$ cat src/rtl/counter_pkg.sv
// counter_pkg: shared FSM state type for the modulo counter
package counter_pkg;
  localparam int STATE_W = 2;
  typedef enum logic [STATE_W-1:0] {IDLE, RUN, DONE} state_t;
endpackage

$ cat src/rtl/counter_step.sv
// counter_step: combinational next-value and terminal-event logic for a modulo count
module counter_step #(
  parameter int     WIDTH   = 8,
  parameter longint MODULUS = longint'(1) << WIDTH
) (
  input  logic [WIDTH-1:0] count,
  input  logic             up,
  output logic [WIDTH-1:0] nxt,
  output logic             term
);
  localparam logic [WIDTH:0] MAX = (WIDTH+1)'(MODULUS - 1);
  logic [WIDTH:0] ext, sum;
  always_comb begin
    ext  = {1'b0, count};
    sum  = up ? ext + 1'b1 : ext - 1'b1;
    term = up ? ext == MAX : ext == '0;
    nxt  = term ? (up ? '0 : MAX[WIDTH-1:0]) : sum[WIDTH-1:0];
  end
endmodule

$ cat src/rtl/mod_counter.sv
// mod_counter: up/down modulo counter with load, enable and one-shot FSM; COUNTER_DISPLAY_EN adds a count trace
module mod_counter
  import counter_pkg::*;
#(
  parameter int     WIDTH   = 8,
  parameter longint MODULUS = longint'(1) << WIDTH
) (
  input  logic             clk,
  input  logic             rst,
  input  logic             en,
  input  logic             up,
  input  logic             load,
  input  logic [WIDTH-1:0] load_val,
  input  logic             oneshot,
  input  logic             start,
  output logic [WIDTH-1:0] count,
  output logic             tc,
  output logic             busy,
  output logic             done
);
  localparam logic [WIDTH:0] MAX = (WIDTH+1)'(MODULUS - 1);
  state_t           state;
  logic             mode;
  logic             step, term;
  logic [WIDTH-1:0] nxt, clamp;
  counter_step #(.WIDTH(WIDTH), .MODULUS(MODULUS)) u_step (
    .count(count),
    .up   (up),
    .nxt  (nxt),
    .term (term)
  );
  // one-shot mode only advances while a run is active
  assign step  = en && (!mode || state == RUN);
  assign clamp = ({1'b0, load_val} > MAX) ? MAX[WIDTH-1:0] : load_val;
  always_ff @(posedge clk) begin
    if (rst) begin
      count <= '0;
      tc    <= 1'b0;
      busy  <= 1'b0;
      done  <= 1'b0;
      state <= IDLE;
      mode  <= 1'b0;
    end else begin
      tc   <= 1'b0;
      done <= 1'b0;
      if (load) count <= clamp;
      else if (step) begin
        count <= (mode && term) ? count : nxt;
        tc    <= term;
      end
      case (state)
        IDLE: if (start) begin
          mode <= oneshot;
          if (oneshot) begin
            state <= RUN;
            busy  <= 1'b1;
          end
        end
        RUN: if (step && !load && term) begin
          state <= DONE;
          busy  <= 1'b0;
          done  <= 1'b1;
        end
        default: state <= IDLE;
      endcase
    end
  end
`ifdef COUNTER_DISPLAY_EN
  always @(posedge clk) $display("count=%0d", count);
`endif
endmodule

$ cat config.mk
export PLATFORM = sky130hd
export DESIGN_NAME = mod_counter
export DESIGN_NICKNAME = d
export VERILOG_FILES = /design/src/rtl/counter_pkg.sv /design/src/rtl/counter_step.sv /design/src/rtl/mod_counter.sv
export SDC_FILE = /design/constraint.sdc
export NUM_CORES = 1
export LEC_CHECK = 0
export CORE_MARGIN = 4
export CORE_UTILIZATION = 48
export CTS_BUF_LIST = sky130_fd_sc_hd__clkbuf_2 sky130_fd_sc_hd__clkbuf_4 sky130_fd_sc_hd__clkbuf_8
export DETAILED_ROUTE_END_ITERATION = 10
export HOLD_SLACK_MARGIN = 0.02
export PLACE_DENSITY_LB_ADDON = 0.08
export SYNTH_ARGS = -nofsm -noshare
export SYNTH_HDL_FRONTEND = slang
export SYNTH_SLANG_ARGS = --single-unit
$ cat constraint.sdc
create_clock -name clk -period 2.68 [get_ports clk]
set_input_delay 0.402 -clock clk [delete_from_list [all_inputs] [get_ports clk]]
set_output_delay 0.402 -clock clk [all_outputs]
set_load 0.01 [all_outputs]
==> results of run 1 <==
==> how the worst min path moves through the flow <==
stage	startpoint	end	slack, ps	cells after the start
floorplan	mode	mode	470	2
global placement	busy	busy	470	2
detailed placement	busy	busy	480	2
CTS	busy	busy	490	2
global route	busy	busy	550	2
finish	busy	busy	490	2
==> layer usage <==
layer | share of wire, % | global-route usage [%] | vias to the layer above
met3 | 6.8 | 5.128 | 8
met2 | 46 | 34.09 | 34
met5 | 0 | 0 | -
met1 | 45 | 26.22 | 464
met4 | 2.3 | 11.91 | 0
li1 | - | - | 485
==> cell type report <==
class | count | area (um2)
sequential | 14 | 280.3
multi-input combinational | 89 | 603.1
inverter | 13 | 48.80
fill | 149 | 544.3
tap | 25 | 31.28
timing repair buffer | 26 | 257.7
clock buffer | 4 | 36.28
==> per-stage QoR <==
stage / power, mW / utilization, %
after floorplan: 0.3731 / -
after global placement: 0.4434 / 67.78
after detailed placement: 0.4480 / 67.78
after CTS: 0.6064 / 69.79
after global routing: 0.6474 / 69.79
final: 0.6070 / 69.79
==> critical path: stages <==
cell and delay [ps]:
sky130_fd_sc_hd__clkdlybuf4s50_1 530, sky130_fd_sc_hd__inv_1 160, sky130_fd_sc_hd__ha_1 320, sky130_fd_sc_hd__a21oi_1 200, sky130_fd_sc_hd__o2111ai_1 220, sky130_fd_sc_hd__o31ai_1 320, sky130_fd_sc_hd__mux2i_1 230, sky130_fd_sc_hd__o221a_2 190
==> placed cells by master, fill, tap and decap left out, types with 2 or more instances in the layout <==
cell type                         Yosys  final
sky130_fd_sc_hd__clkdlybuf4s50_1      0     25
sky130_fd_sc_hd__a21oi_1             19     19
sky130_fd_sc_hd__dfxtp_1             14     14
sky130_fd_sc_hd__inv_1               13     13
sky130_fd_sc_hd__o21ai_0             11     11
sky130_fd_sc_hd__nand3_1              8      8
sky130_fd_sc_hd__nand2_1              8      8
sky130_fd_sc_hd__ha_1                 6      6
sky130_fd_sc_hd__nor2_1               4      4
sky130_fd_sc_hd__nand2b_1             3      3
sky130_fd_sc_hd__nor3_1               3      3
sky130_fd_sc_hd__xor2_1               3      3
sky130_fd_sc_hd__clkbuf_4             0      3
sky130_fd_sc_hd__and3_4               2      2
sky130_fd_sc_hd__a211oi_1             2      2
==> flip-flops by register name, summed over array words and instances, names as in the netlist <==
name / flops
mode: 1
busy: 1
tc: 1
state: 2
done: 1
count: 8
==> kinds of logic after synthesis <==
| kind of cell | count (synthesis) | synth area share [%] |
|---|---|---|
| xor+xnor | 4 | 3.685 |
| mux | 1 | 1.053 |
| flops | 14 | 29.47 |
| compound gates | 44 | 28.69 |
| simple gates | 33 | 20.00 |
| fa+ha+maj | 7 | 10.00 |
| buf+inv | 16 | 7.105 |
==> cell usage after synthesis, types with 2 or more instances <==
master / number
sky130_fd_sc_hd__nor2_1: 4
sky130_fd_sc_hd__and3_4: 2
sky130_fd_sc_hd__nand3_1: 8
sky130_fd_sc_hd__nand2b_1: 3
sky130_fd_sc_hd__dfxtp_1: 14
sky130_fd_sc_hd__nor3_1: 3
sky130_fd_sc_hd__o21ai_0: 11
sky130_fd_sc_hd__a211oi_1: 2
sky130_fd_sc_hd__a21oi_1: 19
sky130_fd_sc_hd__xor2_1: 3
sky130_fd_sc_hd__nand2_1: 8
sky130_fd_sc_hd__inv_1: 13
sky130_fd_sc_hd__ha_1: 6
==> report_power, final <==
group	leakage, nW	switching, mW	internal [mW]	total [mW]
clock network	0.0210	0.0755	0.0827	0.158
logic	0.401	0.101	0.102	0.203
registers	0.116	0.0225	0.224	0.246
total	0.538	0.199	0.408	0.607
==> Flow_metrics.wiki, run 1 <==
{| class="wikitable"
! Metric !! Value
|-
| DR WL/cell || 14.64 um
|-
| Post-place instance area || 1221 um2
|-
| Number of enable flip-flop cells after synthesis || 0
|-
| Number of different library cells in the post-synthesis netlist || 36
|-
| Proportion of layout cells with a drive suffix above 1 || 8.904%
|-
| GP Congestion || 0.8926
|-
| Req. time, crit path || 2920 ps
|-
| Leakage power of the design || 0.5380 nW
|-
| Via count of the first global-routing pass || 1021
|-
| Transition time of the tightest slew-check pin || 561.8 ps
|-
| Period utilization || 86.98%
|-
| Ys async rst share || 0%
|-
| Critical register-to-register path endpoint || count[7]
|-
| Max rail drop VDD || 0.2919 mV
|-
| Final critical delay including setup and external delays || 2331 ps
|-
| First-pass DRT Iterations || 4
|-
| Depth of the worst register-to-register path || 6
|-
| Hold bufs inserted after CTS || 0
|-
| Setup violations, final || 0
|-
| Relative slew margins || 62.15%
|-
| Number of clock sinks seen by CTS || 14
|-
| Max clock buf depth || 2
|-
| Critical Path End Type || flop
|-
| # Post-CTS Setup Buffers || 0
|-
| Number of standard cells after synthesis || 119
|-
| Largest cells by area after synthesis || sky130_fd_sc_hd__dfxtp_1 29%, sky130_fd_sc_hd__a21oi_1 10%, sky130_fd_sc_hd__ha_1 7.9%, sky130_fd_sc_hd__o21ai_0 5.8%, sky130_fd_sc_hd__inv_1 5.1%
|-
| DIE AREA || 2757 um2
|-
| Power per Cell Area || 482.7 nW/um2
|-
| Detail Placement HPWL || 1.845 mm
|-
| Starting DRC count in detailed routing || 17
|-
| Clock tree skew after final layout || 9.128 ps
|-
| Number of antenna violations at the first check in global routing || 0
|-
| Maximum number of pins on one net before global-route repair || 15
|-
| Number of nets in the synthesized netlist || 141
|-
| Total CTS buffers || 3
|-
| Number of nets in the layout || 169
|-
| Clock latency at the later pin of the worst-skew pair || 290 ps
|-
| Mean instance size in the synthesized netlist || 7.991 um2
|-
| Worst Path Arrival || 2570 ps
|-
| Cell at the root of the clock tree || sky130_fd_sc_hd__clkbuf_4
|-
| Critical path launch point type || input port
|-
| Fraction of post-synthesis cell area in the top cell type by area || 29.47%
|-
| GR Util All Layers || 21.45%
|-
| Quantity of gates resized following cts || 0
|-
| Unrepaired setup endpoints after global routing || false
|-
| Count of inserted antenna diode cells || 0
|-
| Sequential cell area fraction in the yosys report || 29.47%
|-
| X dimension of the die || 52.51 um
|-
| Most used DFF post-synth || sky130_fd_sc_hd__dfxtp_1
|-
| Area added between synthesis and finish || 32.24%
|-
| H-tree level count || 1
|-
| Fin. Hold Viols || 0
|-
| Cell Count, Final, Fillers Out || 171
|-
| Max_cap viols || 0
|-
| Run status || finished, final reports clean
|-
| Cell taking the most area after synthesis || sky130_fd_sc_hd__dfxtp_1
|-
| End point of the critical path || count[7]
|-
| # port buffers || 25
|-
| Final sum of negative setup slack || 0 ps
|-
| Total gr overflow || 0
|-
| Clock transition at path regs || 100 ps
|-
| Startpoint of the worst register-to-register path || count[1]
|-
| Antenna violation net count after detailed routing || 0
|-
| Critical Setup Path Class || input port to flop
|-
| Routed vias || 991
|-
| Initial Utilization || 52.78%
|-
| Launching element of the worst setup path || up
|-
| Total instance count after detailed placement || 167
|-
| Setup slack at placement || 58.57 ps
|-
| Number of DRC violations after detailed routing || 0
|-
| Count of synthesis-stage warnings from yosys || 0
|-
| Vertical die dimension || 52.51 um
|-
| Min setup slack post-route || 348.8 ps
|-
| Via density || 5.795
|-
| Maximum frequency from static timing analysis || 0.4290 GHz
|-
| Hold WC Path Type || flop to flop
|-
| Hold slack final || 492.4 ps
|-
| CTS tree || built
|-
| Core ar. || 1802 um2
|-
| Detailed Route WL || 2.504 mm
|-
| R2R setup slack || 740 ps
|-
| Layout Cell Area excl Fill || 1257 um2
|-
| Netlist area before placement || 950.9 um2
|-
| First-pass GRT wire length || 4.333 mm
|-
| Total number of placement rows || 15
|-
| Number of storage elements in the synthesis netlist || 14
|-
| Count of boundary I/O pins || 26
|-
| Max-slew violation count || 0
|-
| Max FO, Critical Path || 7
|}
Power figures use the tool's default switching activity.
==> run 2: changes to the inputs <==
==> constraint.sdc (replaced) <==
create_clock -name clk -period 2.2 [get_ports clk]
set_input_delay 0.33 -clock clk [delete_from_list [all_inputs] [get_ports clk]]
set_output_delay 0.33 -clock clk [all_outputs]
set_load 0.01 [all_outputs]
==> run 2 against run 1 <==
Clock power shrank 11%. First-iteration DRC count grew 24%. Critical endpoint unchanged. Routed wire length shrank 1.6%. Core utilization grew 4.3 points. Worst setup slack lost 260 ps. Highest routed layer unchanged. Register-to-register slack lost 460 ps. Critical path type unchanged. Clock-buffer cell count shrank 1. Global-route usage shrank 1.4 points.
==> Flow_metrics.wiki, run 2 (synthesis results as in run 1) <==
{| class="wikitable"
! Metric !! Value
|-
| Clock latency at the later pin of the worst-skew pair || 270 ps
|-
| Post-place instance area || 1304 um2
|-
| Total number of placement rows || 15
|-
| Share of total power in the clock network || 19.3%
|-
| Endpoint of the worst hold path || busy
|-
| Maximum number of pins on one net before global-route repair || 15
|-
| Min-Delay Startpoint || busy
|-
| Worst Path Arrival || 2330 ps
|-
| Sequential share of power || 41.4%
|-
| Total CTS buffers || 3
|-
| Logic pwr share || 39.3%
|-
| Core ar. || 1802 um2
|-
| Instance count along the most critical hold path || 2
|-
| Crit path cell chain || clkdlybuf4s50_1 -> inv_2 -> ha_1 -> a21oi_2 -> o2111ai_1 -> o31ai_1 -> mux2i_1 -> o221a_2
|-
| Final sum of negative setup slack || 0 ps
|-
| Max FO, Critical Path || 6
|-
| Final critical delay including setup and external delays || 2112 ps
|-
| Peak per-stage delay on the critical path || 500 ps
|-
| Final Power || 0.7249 mW
|-
| X dimension of the die || 52.51 um
|-
| Initial Utilization || 52.78%
|-
| Number of clock sinks seen by CTS || 14
|-
| Sw Ratio || 32.36%
|-
| Flip-flop count of the largest register after layout || 8
|-
| Via count of the first global-routing pass || 949
|-
| Depth of the worst register-to-register path || 6
|-
| Cell at the root of the clock tree || sky130_fd_sc_hd__clkbuf_4
|-
| Run status || finished, final reports clean
|-
| GP Congestion || 0.8338
|-
| Starting DRC count in detailed routing || 21
|-
| DR WL/cell || 13.61 um
|-
| Critical Setup Path Class || input port to flop
|-
| Proportion of layout cells with a drive suffix above 1 || 16.67%
|-
| Max-slew violation count || 0
|-
| R2R setup slack || 280 ps
|-
| Largest registers || count x8, state x2
|-
| Routed vias || 1014
|-
| Via density || 5.602
|-
| Hold slack final || 494.5 ps
|-
| CTS tree || built
|-
| Internal cell power || 0.4903 mW
|-
| Leading cell type in the layout, fill and taps excluded || sky130_fd_sc_hd__clkdlybuf4s50_1
|-
| First-pass DRT Iterations || 4
|-
| Number of antenna violations at the first check in global routing || 0
|-
| Net Switching || 0.2346 mW
|-
| Detailed Route WL || 2.464 mm
|-
| Critical path launch point type || input port
|-
| Antenna violation net count after detailed routing || 0
|-
| H-tree level count || 1
|-
| Power per Cell Area || 543.0 nW/um2
|-
| Count of boundary I/O pins || 26
|-
| Maximum frequency from static timing analysis || 0.4734 GHz
|-
| GR Util All Layers || 20.09%
|-
| Total gr overflow || 0
|-
| Total buffers and inverters traversed by the critical path || 2
|-
| Critical register-to-register path endpoint || count[7]
|-
| Cell Count, Final, Fillers Out || 181
|-
| Period utilization || 96.01%
|-
| Area added between synthesis and finish || 40.39%
|-
| Total instance count after detailed placement || 178
|-
| Critical Path End Type || flop
|-
| DIE AREA || 2757 um2
|-
| Layout Cell Area excl Fill || 1335 um2
|-
| Hold WC Path Type || flop to flop
|-
| Number of DRC violations after detailed routing || 0
|-
| Gate family responsible for the most delay along the worst path || compound AO/OA/AOI/OAI gates
|-
| Setup violations, final || 0
|-
| Detail Placement HPWL || 1.923 mm
|-
| Max clock buf depth || 2
|-
| Most frequent cells in the layout || 25 x sky130_fd_sc_hd__clkdlybuf4s50_1, 18 x sky130_fd_sc_hd__a21oi_1, 14 x sky130_fd_sc_hd__dfxtp_1
|-
| Relative slew margins || 63.81%
|-
| # port buffers || 25
|-
| Max rail drop VDD || 0.5044 mV
|-
| Vertical die dimension || 52.51 um
|-
| Clock tree skew after final layout || 3.793 ps
|-
| Register containing the most flip-flops in the final layout || count
|-
| Leakage power of the design || 0.5842 nW
|-
| Req. time, crit path || 2420 ps
|-
| Startpoint of the worst register-to-register path || count[1]
|-
| Max_cap viols || 0
|-
| Clock transition at path regs || 80 ps
|-
| CP max-delay cell || sky130_fd_sc_hd__clkdlybuf4s50_1
|-
| First-pass GRT wire length || 4.133 mm
|-
| Number of nets in the layout || 180
|-
| Count of inserted antenna diode cells || 0
|-
| Transition time of the tightest slew-check pin || 537.2 ps
|-
| Fin. Hold Viols || 0
|}
## run 2: cell count changes in the layout (fill, tap and decap cells not counted), sizes merged
cell	delta
clkbuf	-1
buf	+11
## run 2: metrics by stage
| step | worst slack (ps) | utilization (%) |
|---|---|---|
| floorplan | 403.7 | - |
| global placement | -145.3 | 72.36 |
| detailed placement | -235.9 | 72.36 |
| CTS | 39.93 | 73.61 |
| finish | 87.81 | 74.10 |
| global route | -1.698 | 74.10 |
## run 2: worst max path at each step
stage	start	endpoint	slack (ps)	cells past startpoint
2_1_floorplan	up	count[7]	400	7
3_3_place_gp	up	count[7]	-150	8
3_5_place_dp	up	count[6]	-240	8
4_1_cts	up	count[6]	40	8
5_1_grt	up	count[6]	-2	8
6_report	up	count[7]	90	8
## run 2: what timing repair did
action | in CTS | in global routing
endpoints found under the setup margin | 0 | 2
buffers inserted | 0 | 0
endpoints found under the hold margin | 0 | 0
resized for setup | 0 | 3
hold buffers | 0 | 0
## run 2: area by class of cell
cell class / count / area (um2)
Clock buffer: 3 / 22.52
Fill cell: 141 / 466.7
Inverter: 13 / 48.80
Multi-Input combinational cell: 89 / 611.8
Sequential cell: 14 / 280.3
Tap cell: 25 / 31.28
Timing Repair Buffer: 37 / 340.3
## run 2: worst reg2reg max path, cell delays in order, from the launching register on
cell	delay, ps
sky130_fd_sc_hd__dfxtp_1	480
sky130_fd_sc_hd__ha_1	310
sky130_fd_sc_hd__a21oi_2	160
sky130_fd_sc_hd__o2111ai_1	170
sky130_fd_sc_hd__o31ai_1	340
sky130_fd_sc_hd__mux2i_1	230
sky130_fd_sc_hd__o221a_2	190
## run 2: per-layer routing
metal / part of all wire (%) / GRT usage [%]
met1: 44 / 24.35
met2: 48 / 33.68
met3: 7.1 / 5.983
met4: 1.3 / 6.383
met5: 0 / 0
## run 2: power groups by stage
| stage | registers (mW) | clock network, mW | logic, mW |
|---|---|---|---|
| 3_5_place_dp | 0.305 | 0 | 0.275 |
| 2_1_floorplan | 0.307 | 0 | 0.147 |
| 5_1_grt | 0.304 | 0.160 | 0.314 |
| 4_1_cts | 0.300 | 0.145 | 0.278 |
| 3_3_place_gp | 0.304 | 0 | 0.269 |
| 6_report | 0.300 | 0.140 | 0.285 |
==> run 3: changes to the inputs <==
--- a/config.mk
+++ b/config.mk
@@ -14,3 +14,4 @@
 export SYNTH_ARGS = -nofsm -noshare
 export SYNTH_HDL_FRONTEND = slang
 export SYNTH_SLANG_ARGS = --single-unit
+export TNS_END_PERCENT = 20
==> results of run 3 <==
Final layout, timing and power as in run 2 (identical DEF).
